$ cat src/rtl/coherence_pkg.sv
// Shared definitions for the trace-driven processor model: instruction kinds,
// FSM states, the request payload layout and a bench-side instruction packer.
package coherence_pkg;

  localparam logic [1:0] KIND_NOP   = 2'b00;
  localparam logic [1:0] KIND_READ  = 2'b01;
  localparam logic [1:0] KIND_WRITE = 2'b10;
  localparam logic [1:0] KIND_HALT  = 2'b11;

  localparam int unsigned DEF_ADDR_W  = 8;
  localparam int unsigned DEF_DATA_W  = 8;
  localparam int unsigned DEF_INSTR_W = 2 + DEF_ADDR_W + DEF_DATA_W;

  typedef enum logic [2:0] {
    ST_IDLE,
    ST_FETCH,
    ST_ISSUE,
    ST_WAIT_RSP,
    ST_DONE
  } procState_t;

  typedef struct packed {
    logic                  op;
    logic [DEF_ADDR_W-1:0] addr;
    logic [DEF_DATA_W-1:0] data;
  } reqPayload_t;

  // Packs {kind, addr, data} for the default 8-bit address/data configuration.
  function automatic logic [DEF_INSTR_W-1:0] packInstr(input logic [1:0]            kind,
                                                       input logic [DEF_ADDR_W-1:0] addr,
                                                       input logic [DEF_DATA_W-1:0] data);
    return {kind, addr, data};
  endfunction

endpackage

$ cat src/rtl/trace_processor_if.sv
// Request/response channel between a trace processor and its cache controller.
interface trace_processor_if #(
  parameter int unsigned ADDR_W = 8,
  parameter int unsigned DATA_W = 8
);
  logic              req_valid;
  logic              req_ready;
  logic              req_op;
  logic [ADDR_W-1:0] req_addr;
  logic [DATA_W-1:0] req_data;
  logic [1:0]        req_src;
  logic              rsp_valid;
  logic [DATA_W-1:0] rsp_data;

  modport master (
    output req_valid, req_op, req_addr, req_data, req_src,
    input  req_ready, rsp_valid, rsp_data
  );

  modport slave (
    input  req_valid, req_op, req_addr, req_data, req_src,
    output req_ready, rsp_valid, rsp_data
  );
endinterface

$ cat src/rtl/trace_mem.sv
// Program store: register array, one synchronous write port, one asynchronous read port.
module trace_mem #(
  parameter  int unsigned DEPTH   = 16,
  parameter  int unsigned INSTR_W = 18,
  localparam int unsigned PC_W    = $clog2(DEPTH)
) (
  input  logic               clk,
  input  logic               wrEn,
  input  logic [PC_W-1:0]    wrAddr,
  input  logic [INSTR_W-1:0] wrData,
  input  logic [PC_W-1:0]    rdAddr,
  output logic [INSTR_W-1:0] rdInstr_c
);
  logic [INSTR_W-1:0] mem [DEPTH];

  // Deliberately not reset: contents are defined only once loaded.
  always_ff @(posedge clk) begin
    if (wrEn) mem[wrAddr] <= wrData;
  end

  assign rdInstr_c = mem[rdAddr];
endmodule

$ cat src/rtl/trace_processor.sv
// Trace-driven core model: fetches instructions from a loadable program memory and
// issues blocking READ/WRITE requests to its private cache controller.
module trace_processor
  import coherence_pkg::*;
#(
  parameter  int unsigned ADDR_W  = 8,
  parameter  int unsigned DATA_W  = 8,
  parameter  int unsigned DEPTH   = 16,
  parameter  int unsigned PROC_ID = 0,
  parameter  int unsigned CNT_W   = 16,
  localparam int unsigned PC_W    = $clog2(DEPTH),
  localparam int unsigned INSTR_W = 2 + ADDR_W + DATA_W
) (
  input  logic               clk,
  input  logic               rst,
  input  logic               prog_we,
  input  logic [PC_W-1:0]    prog_addr,
  input  logic [INSTR_W-1:0] prog_data,
  input  logic               start,
  trace_processor_if.master  bus,
  output logic [DATA_W-1:0]  rd_data,
  output logic               busy,
  output logic               done,
  output logic [PC_W-1:0]    pc,
  output logic [CNT_W-1:0]   n_reads,
  output logic [CNT_W-1:0]   n_writes,
  output logic [CNT_W-1:0]   n_stall
);
  procState_t        state;
  logic              reqValid;
  logic              reqOp;
  logic [ADDR_W-1:0] reqAddr;
  logic [DATA_W-1:0] reqData;

  logic [INSTR_W-1:0] instr_c;
  logic [1:0]         kind_c;
  logic [ADDR_W-1:0]  fetchAddr_c;
  logic [DATA_W-1:0]  fetchData_c;
  logic               idleLike_c;
  logic               lastSlot_c;
  logic [PC_W-1:0]    advPc_c;
  procState_t         advState_c;

  function automatic logic [CNT_W-1:0] satInc(input logic [CNT_W-1:0] v);
    return (v == '1) ? v : v + CNT_W'(1);
  endfunction

  assign idleLike_c  = (state == ST_IDLE) || (state == ST_DONE);
  assign kind_c      = instr_c[INSTR_W-1 -: 2];
  assign fetchAddr_c = instr_c[DATA_W +: ADDR_W];
  assign fetchData_c = instr_c[DATA_W-1:0];

  // The last slot retires into DONE with pc held, so pc never wraps.
  assign lastSlot_c  = (pc == PC_W'(DEPTH - 1));
  assign advPc_c     = lastSlot_c ? pc : pc + PC_W'(1);
  assign advState_c  = lastSlot_c ? ST_DONE : ST_FETCH;

  trace_mem #(
    .DEPTH   (DEPTH),
    .INSTR_W (INSTR_W)
  ) uMem (
    .clk       (clk),
    .wrEn      (prog_we && idleLike_c),
    .wrAddr    (prog_addr),
    .wrData    (prog_data),
    .rdAddr    (pc),
    .rdInstr_c (instr_c)
  );

  assign bus.req_valid = reqValid;
  assign bus.req_op    = reqOp;
  assign bus.req_addr  = reqAddr;
  assign bus.req_data  = reqData;
  assign bus.req_src   = 2'(PROC_ID);

  always_ff @(posedge clk or posedge rst) begin
    if (rst) begin
      state    <= ST_IDLE;
      pc       <= '0;
      reqValid <= 1'b0;
      reqOp    <= 1'b0;
      reqAddr  <= '0;
      reqData  <= '0;
      rd_data  <= '0;
      n_reads  <= '0;
      n_writes <= '0;
      n_stall  <= '0;
      busy     <= 1'b0;
      done     <= 1'b0;
    end else begin
      case (state)
        ST_IDLE, ST_DONE: begin
          if (start) begin
            state    <= ST_FETCH;
            pc       <= '0;
            rd_data  <= '0;
            n_reads  <= '0;
            n_writes <= '0;
            n_stall  <= '0;
            busy     <= 1'b1;
            done     <= 1'b0;
          end
        end
        ST_FETCH: begin
          case (kind_c)
            KIND_NOP: begin
              pc    <= advPc_c;
              state <= advState_c;
              busy  <= !lastSlot_c;
              done  <= lastSlot_c;
            end
            KIND_HALT: begin
              state <= ST_DONE;
              busy  <= 1'b0;
              done  <= 1'b1;
            end
            default: begin
              reqValid <= 1'b1;
              reqOp    <= (kind_c == KIND_WRITE);
              reqAddr  <= fetchAddr_c;
              reqData  <= (kind_c == KIND_WRITE) ? fetchData_c : '0;
              state    <= ST_ISSUE;
            end
          endcase
        end
        ST_ISSUE: begin
          if (bus.req_ready) begin
            reqValid <= 1'b0;
            if (reqOp) begin
              n_writes <= satInc(n_writes);
              pc       <= advPc_c;
              state    <= advState_c;
              busy     <= !lastSlot_c;
              done     <= lastSlot_c;
            end else begin
              state <= ST_WAIT_RSP;
            end
          end else begin
            n_stall <= satInc(n_stall);
          end
        end
        ST_WAIT_RSP: begin
          if (bus.rsp_valid) begin
            rd_data <= bus.rsp_data;
            n_reads <= satInc(n_reads);
            pc      <= advPc_c;
            state   <= advState_c;
            busy    <= !lastSlot_c;
            done    <= lastSlot_c;
          end
        end
        default: state <= ST_IDLE;
      endcase
    end
  end
endmodule
$ cat src/flat_wrapper.sv
// flat-port wrapper written by rule: the top's interface ports become plain ports
module trace_processor_flat import coherence_pkg::*;
#(
  parameter  int unsigned ADDR_W  = 8,
  parameter  int unsigned DATA_W  = 8,
  parameter  int unsigned DEPTH   = 16,
  parameter  int unsigned PROC_ID = 0,
  parameter  int unsigned CNT_W   = 16,
  localparam int unsigned PC_W    = $clog2(DEPTH),
  localparam int unsigned INSTR_W = 2 + ADDR_W + DATA_W
)
  (clk, rst, prog_we, prog_addr, prog_data, start, rd_data, busy, done, pc, n_reads, n_writes, n_stall, bus_req_valid, bus_req_op, bus_req_addr, bus_req_data, bus_req_src, bus_req_ready, bus_rsp_valid, bus_rsp_data);
  trace_processor_if #(.ADDR_W(ADDR_W), .DATA_W(DATA_W)) bus_i ();
  input  logic clk;
  input  logic rst;
  input  logic prog_we;
  input  logic [PC_W-1:0] prog_addr;
  input  logic [INSTR_W-1:0] prog_data;
  input  logic start;
  output logic [DATA_W-1:0] rd_data;
  output logic busy;
  output logic done;
  output logic [PC_W-1:0] pc;
  output logic [CNT_W-1:0] n_reads;
  output logic [CNT_W-1:0] n_writes;
  output logic [CNT_W-1:0] n_stall;
  output wire logic [$bits(bus_i.req_valid)-1:0] bus_req_valid;
  output wire logic [$bits(bus_i.req_op)-1:0] bus_req_op;
  output wire logic [$bits(bus_i.req_addr)-1:0] bus_req_addr;
  output wire logic [$bits(bus_i.req_data)-1:0] bus_req_data;
  output wire logic [$bits(bus_i.req_src)-1:0] bus_req_src;
  input wire logic [$bits(bus_i.req_ready)-1:0] bus_req_ready;
  input wire logic [$bits(bus_i.rsp_valid)-1:0] bus_rsp_valid;
  input wire logic [$bits(bus_i.rsp_data)-1:0] bus_rsp_data;
  assign bus_req_valid = bus_i.req_valid;
  assign bus_req_op = bus_i.req_op;
  assign bus_req_addr = bus_i.req_addr;
  assign bus_req_data = bus_i.req_data;
  assign bus_req_src = bus_i.req_src;
  assign bus_i.req_ready = bus_req_ready;
  assign bus_i.rsp_valid = bus_rsp_valid;
  assign bus_i.rsp_data = bus_rsp_data;
  trace_processor #(.ADDR_W(ADDR_W), .DATA_W(DATA_W), .DEPTH(DEPTH), .PROC_ID(PROC_ID), .CNT_W(CNT_W)) u_core (.clk(clk), .rst(rst), .prog_we(prog_we), .prog_addr(prog_addr), .prog_data(prog_data), .start(start), .bus(bus_i), .rd_data(rd_data), .busy(busy), .done(done), .pc(pc), .n_reads(n_reads), .n_writes(n_writes), .n_stall(n_stall));
endmodule
$ cat config.mk
export PLATFORM = sky130hd
export DESIGN_NAME = trace_processor_flat
export DESIGN_NICKNAME = d
export VERILOG_FILES = /design/src/rtl/coherence_pkg.sv /design/src/rtl/trace_processor_if.sv /design/src/rtl/trace_mem.sv /design/src/rtl/trace_processor.sv /design/src/flat_wrapper.sv
export SDC_FILE = /design/constraint.sdc
export NUM_CORES = 1
export LEC_CHECK = 0
export CAP_MARGIN = 20
export CELL_PAD_IN_SITES_DETAIL_PLACEMENT = 0
export CELL_PAD_IN_SITES_GLOBAL_PLACEMENT = 1
export CORE_ASPECT_RATIO = 0.8
export CORE_MARGIN = 2
export CORE_UTILIZATION = 30
export CTS_CLUSTER_SIZE = 28
export DETAILED_ROUTE_END_ITERATION = 10
export PLACE_DENSITY = 0.53
export SYNTH_ARGS = -nofsm -noshare
export SYNTH_HDL_FRONTEND = slang
export SYNTH_HIERARCHICAL = 1
export SYNTH_SLANG_ARGS = --single-unit
$ cat constraint.sdc
create_clock -name clk -period 8.03 [get_ports clk]
set_input_delay 2.409 -clock clk [delete_from_list [all_inputs] [get_ports clk]]
set_output_delay 2.409 -clock clk [all_outputs]
set_load 0.05 [all_outputs]
Yosys cells after proc, flatten, opt, wreduce, memory -nomap -nowiden
Memory sizes are Yosys's and may differ from the RTL's.
Index checks and enable logic that the tools add are counted.
{ "op_classes": {"n_addsub": 4, "eq_ne": 21, "mux": 46, "n_bitwise": 1, "reduce_logical": 20} }
{ "ops": {"columns": ["operator", "count"], "rows": [
  ["$mux 16", 8],
  ["$pmux 16 s2", 3],
  ["$add 16x1->16 const B", 3],
  ["$eq 16x16->1 const B", 3],
  ["$mux 4", 6],
  ["$mux 8", 3],
  ["$ne 2x2->1 const B", 8],
  ["$pmux 4 s4", 1],
  ["$pmux 8 s2", 1],
  ["$mux 3", 5],
  ["$mux 1", 12],
  ["$pmux 3 s4", 1],
  ["$reduce_and 6->1", 2],
  ["$reduce_and 3->1", 3],
  ["$pmux 1 s4", 2],
  ["$reduce_and 4->1", 2],
  ["$eq 3x2->1 const B", 2],
  ["$pmux 1 s2", 3],
  ["$pmux 3 s2", 1],
  ["$reduce_bool 2->1", 3],
  ["$reduce_and 5->1", 1],
  ["$add 4x1->4 const B", 1],
  ["$eq 2x2->1 const B", 2],
  ["$eq 4x4->1 const B", 1],
  ["13 further kinds", 15]
]} }
{ "word_totals": {"register_bits": 83, "mem_bits_rw": 288, "in_bits": 36, "elab_cells": 105, "memories": 1} }
{ "memory_table": {"columns": ["name", "depth", "width", "rd", "rd_clocked_by_memory_dff", "wr", "line", "text"], "rows": [
  ["u_core.uMem.mem", 16, 18, 1, 0, 1, "trace_mem.sv:14", "logic [INSTR_W-1:0] mem [DEPTH];"]
]} }

Logic depth before layout (Yosys ltp)
{ "depth": {"ltp_word": 5, "mapped_depth": 12, "ltp_nobuf": 10} }

Hierarchy
The synthesis kept the hierarchy.
{ "by_module_without_submodules": {"columns": ["module", "instances", "cells_per_inst", "area_each_um2", "seq_area_each_um2"], "rows": [
  ["trace_mem", 1, 464, 10961.8, 8648.3],
  ["trace_processor", 1, 476, 4359.2, 2077.0]
]} }

Worst setup path after synthesis
Ideal clock, no wire load.
{ "synth_timing": {"kind": "input to register", "startpoint": "in prog_we", "endpoint": "mem u_core.uMem.mem[0][0], enable pin", "arrival_time_ns": 4.327, "t_required_ns": 7.614, "path_slack_ns": 3.287, "stages": 3, "cell_sequence": "and2_1 -> or3b_2 -> nor3_1"} }
{ "synth_via": {"elab_chain_cells": 3} }
{ "synth_lines": {"columns": ["element", "line", "text"], "rows": [
  ["from (decl)", "flat_wrapper.sv:16", "input logic prog_we;"],
  ["$logic_and 1x1->1", "trace_processor.sv:63", ".wrEn (prog_we && idleLike_c),"],
  ["$mux 1", "trace_mem.sv:18", "if (wrEn) mem[wrAddr] <= wrData;"],
  ["$mux 1 (not written as such)", "trace_mem.sv:18", null],
  ["to (decl)", "trace_mem.sv:14", null]
]} }
Every way passes these cells.

Worst setup path after layout
{ "layout_timing": {"startpoint": "reg u_core.pc[0]", "endpoint": "out pc[0]"} }
{ "layout_rtl": {"columns": ["element", "line", "text"], "rows": [
  ["from (decl)", "trace_processor.sv:24", "output logic [PC_W-1:0] pc,"],
  ["from (signal assigned)", "trace_processor.sv:107", "pc <= advPc_c;"],
  ["from (signal assigned)", "trace_processor.sv:131", "pc <= advPc_c;"],
  ["from (signal assigned)", "trace_processor.sv:146", "pc <= advPc_c;"],
  ["to (decl)", "flat_wrapper.sv:23", "output logic [PC_W-1:0] pc;"]
]} }
No word-level cell between the ends.

==> impl_metrics.ini <==
[floorplanning]
dieArea_sq_um = 52900
initial_core_util = 0.302
core_sq_um = 50700
ios = 118
fp-row-count = 74
die_h_um = 206
die_w_um = 257

[global_route]
grt_first_pass_wirelength_um = 57200
grt_overflow = 0
track_usage = 0.145
antenna_found_initial = 3
grt_start_max_net_pins = 43
grt_pass1_vias = 8736

[sta]
clock.fmax_ghz = 0.203
finalHoldViolations = 0
fin_setup_tns_ps = 0
relSlewSlack = 0.272
finalSetupViolCount = 0
fin_worst_skew_ps = 17.9
period_share = 0.613
finalMaxSlewViolations = 0
finalCriticalPeriod_ps = 4920
grt_setup_unrepaired = false
hold_ws_ps = 481
tightestPinTransition_ps = 1090

[power]
p_leak_nw = 6.22
irDropWorstVdd_uv = 156
pwr-share-comb = 0.288
p_sw_frac = 0.333
total_power_mw = 6.05
power_switching_mw = 2.02
internal-power_mw = 4.03
seqPwrFrac = 0.387
clkPwrFrac = 0.325
power_density_nw_per_um2 = 323

[clock_tree]
cts_tree = built
cts_root_buf = clkbuf_16
clk_path_buf_depth = 3
cts_setup_buffers = 0
cts_sinks = 371
clkLatencyLatePin_ps = 580
clk_pin_slew_worst_paths_ps = 60
cts_buffers = 41
htreeDepth = 2
ctsHoldBuffers = 0
cts_resized = 0

[logic_synthesis]
synth_xor_area_frac = 0.000572
ys_top_cells_by_area = edfxtp_1, dfrtp_1, mux4_2
netlist.area_leader.share = 0.564
ys.flop_type = edfxtp_1
synth_mux_area_frac = 0.121
ys_ff_latch = 371
yosysWarningCount = 6
yosys.area.top_type = edfxtp_1
synthTopCellsByCount = edfxtp_1, dfrtp_1, nand2_1
synth_compound_area_frac = 0.0773
synth.most_common_cell = edfxtp_1
synthSimpleGateAreaFrac = 0.0735
synth_top_family_by_area = multiplexers
ys_async_sr_fraction = 0.224
syn_area_per_cell_sq_um = 16.3
synthCells = 940
yosys.area_share.adder = 0.00572
synth_edf_count = 288
yosysUniqueCellTypes = 59
syn_area_sq_um = 15300
yosysSeqAreaShare = 0.700

[setup_path]
rr_worst_depth = 10
r2r-start = u_core/pc[0]
cp.required_ps = 5620
cp_max_fo = 41
cpPeakStageDelay_ps = 990
cpLargestDelayFamily = buffers and inverters
slowest_stage = clkdlybuf4s50_1
arrival_ps = 2510
endpoint_kind = output port
crit_type = flip-flop to output port
path_cells = clkdlybuf4s50_1
r2r_end = u_core/done
critPathLaunchType = flip-flop
path_buf_inv = 1
r2r_slack_ps = 3570

[worst_hold_path]
hp-class = flip-flop to flip-flop
worstHoldStart = u_core/bus.req_data[0]
hold_depth = 2
hold_end = u_core/bus.req_data[0]

[route]
dr_total_vias = 8866
viasPerCell = 4.96
dr.pass1.iters = 5
routed_wl_um = 38400
wire_per_inst_um = 21.5
ant_nets = 0
drt_iter0_drc = 719
drc_errors = 0

[place]
port_buffers = 115
gp_congestion = 0.760
dp_hpwl_um = 23800

[final_layout]
drive_above_1_share = 0.160
area_growth_pct = 22.1
nNetsFinal = 1112

[run_status]
status = finished, final reports clean

[job]
cap_violations = 0
## worst reg2reg max path: cells and delay by family, from the launching register on
kind,cells,cell delay [ps]
AO/OA/AOI/OAI,2,480
flip-flops,1,940
multiplexers,2,980
AND/OR/NAND/NOR,2,450
adder cells (fa/ha/maj),1,270
buffers and inverters,3,1220
## cell families (layout without fill, tap and decap cells)
| group | Yosys count | in the layout |
|---|---|---|
| AOI/OAI and AO/OA | 179 | 179 |
| xor gates and xnor gates | 1 | 1 |
| adders and majority gates | 7 | 7 |
| buffers and inverters | 64 | 222 |
| DFF | 371 | 371 |
| muxes | 85 | 85 |
| other | 1 | 5 |
| and+or+nand+nor | 232 | 232 |
## power by group through the flow
stage	combinational, mW	clock (mW)	sequential [mW]
CTS	1.77	2.03	2.35
detailed placement	1.76	0	2.39
global route	1.88	2.09	2.37
finish	1.74	1.96	2.34
floorplan	1.06	0	2.54
global placement	1.76	0	2.38
## sequential cells by signal, summed over array words and instances (netlist names)
name and count:
u_core/uMem/mem 288, u_core/n_reads 16, u_core/n_stall 16, u_core/n_writes 16, u_core/bus.req_addr 8, u_core/bus.req_data 8, u_core/rd_data 8, u_core/pc 4
u_core/state 3, u_core/bus.req_op 1, u_core/bus.req_valid 1, u_core/busy 1, u_core/done 1
## per-layer routing
metal	part of all wire	routed length, um	up-vias	GRT usage
met1	0.50	19100	4622	0.218
li1	-	-	4030	-
met5	0	0	-	0
met2	0.43	16600	163	0.207
met4	0.021	813	0	0.0451
met3	0.049	1890	51	0.0310
## worst max path at each step
stage                       startpoint                     end  slack, ps  cells after the start
after floorplan                prog_we   u_core/uMem/mem[0][0]       3290                      3
after global placement         prog_we  u_core/uMem/mem[1][10]       3140                      4
after detailed placement       prog_we  u_core/uMem/mem[1][10]       3120                      4
after CTS                 u_core/pc[0]                   pc[0]       2990                      1
after global routing      u_core/pc[0]                   pc[0]       2970                      1
final                     u_core/pc[0]                   pc[0]       3110                      1
## placed cells by master, fill, tap and decap left out, types with 8 or more instances in the layout
master,n
edfxtp_1,288
clkdlybuf4s50_1,115
dfrtp_1,81
nand2_1,78
o21ai_0,62
mux4_2,50
clkbuf_16,41
a22oi_1,36
nor2_1,33
nand3_1,30
mux4_1,22
nand4_1,18
buf_4,18
a21oi_1,17
o31ai_1,13
nor2_2,13
inv_1,11
clkbuf_1,10
mux2_2,10
nand2b_1,10
a22o_1,8
a31oi_1,8
## cell type report
class	count	area [sq um]
tap	684	856
fill	4865	32000
clock inverter	21	317
timing repair buffer	137	1350
multi-input combinational	506	4320
antenna	3	7.51
inverter	12	47.5
clock buffer	52	1080
sequential	371	10700
## metrics by stage
| step | setup slack, ps | util | instance area (sq um) | std cells |
|---|---|---|---|---|
| 2_1_floorplan | 3290 | - | 15300 | 941 |
| 3_3_place_gp | 3140 | 0.340 | 17200 | 1706 |
| 3_5_place_dp | 3120 | 0.340 | 17300 | 1708 |
| 4_1_cts | 2990 | 0.368 | 18700 | 1781 |
| 5_1_grt | 2970 | 0.368 | 18700 | 1783 |
| 6_report | 3110 | 0.369 | 18700 | 1786 |
Note: power is estimated with default switching activity, not from simulation.
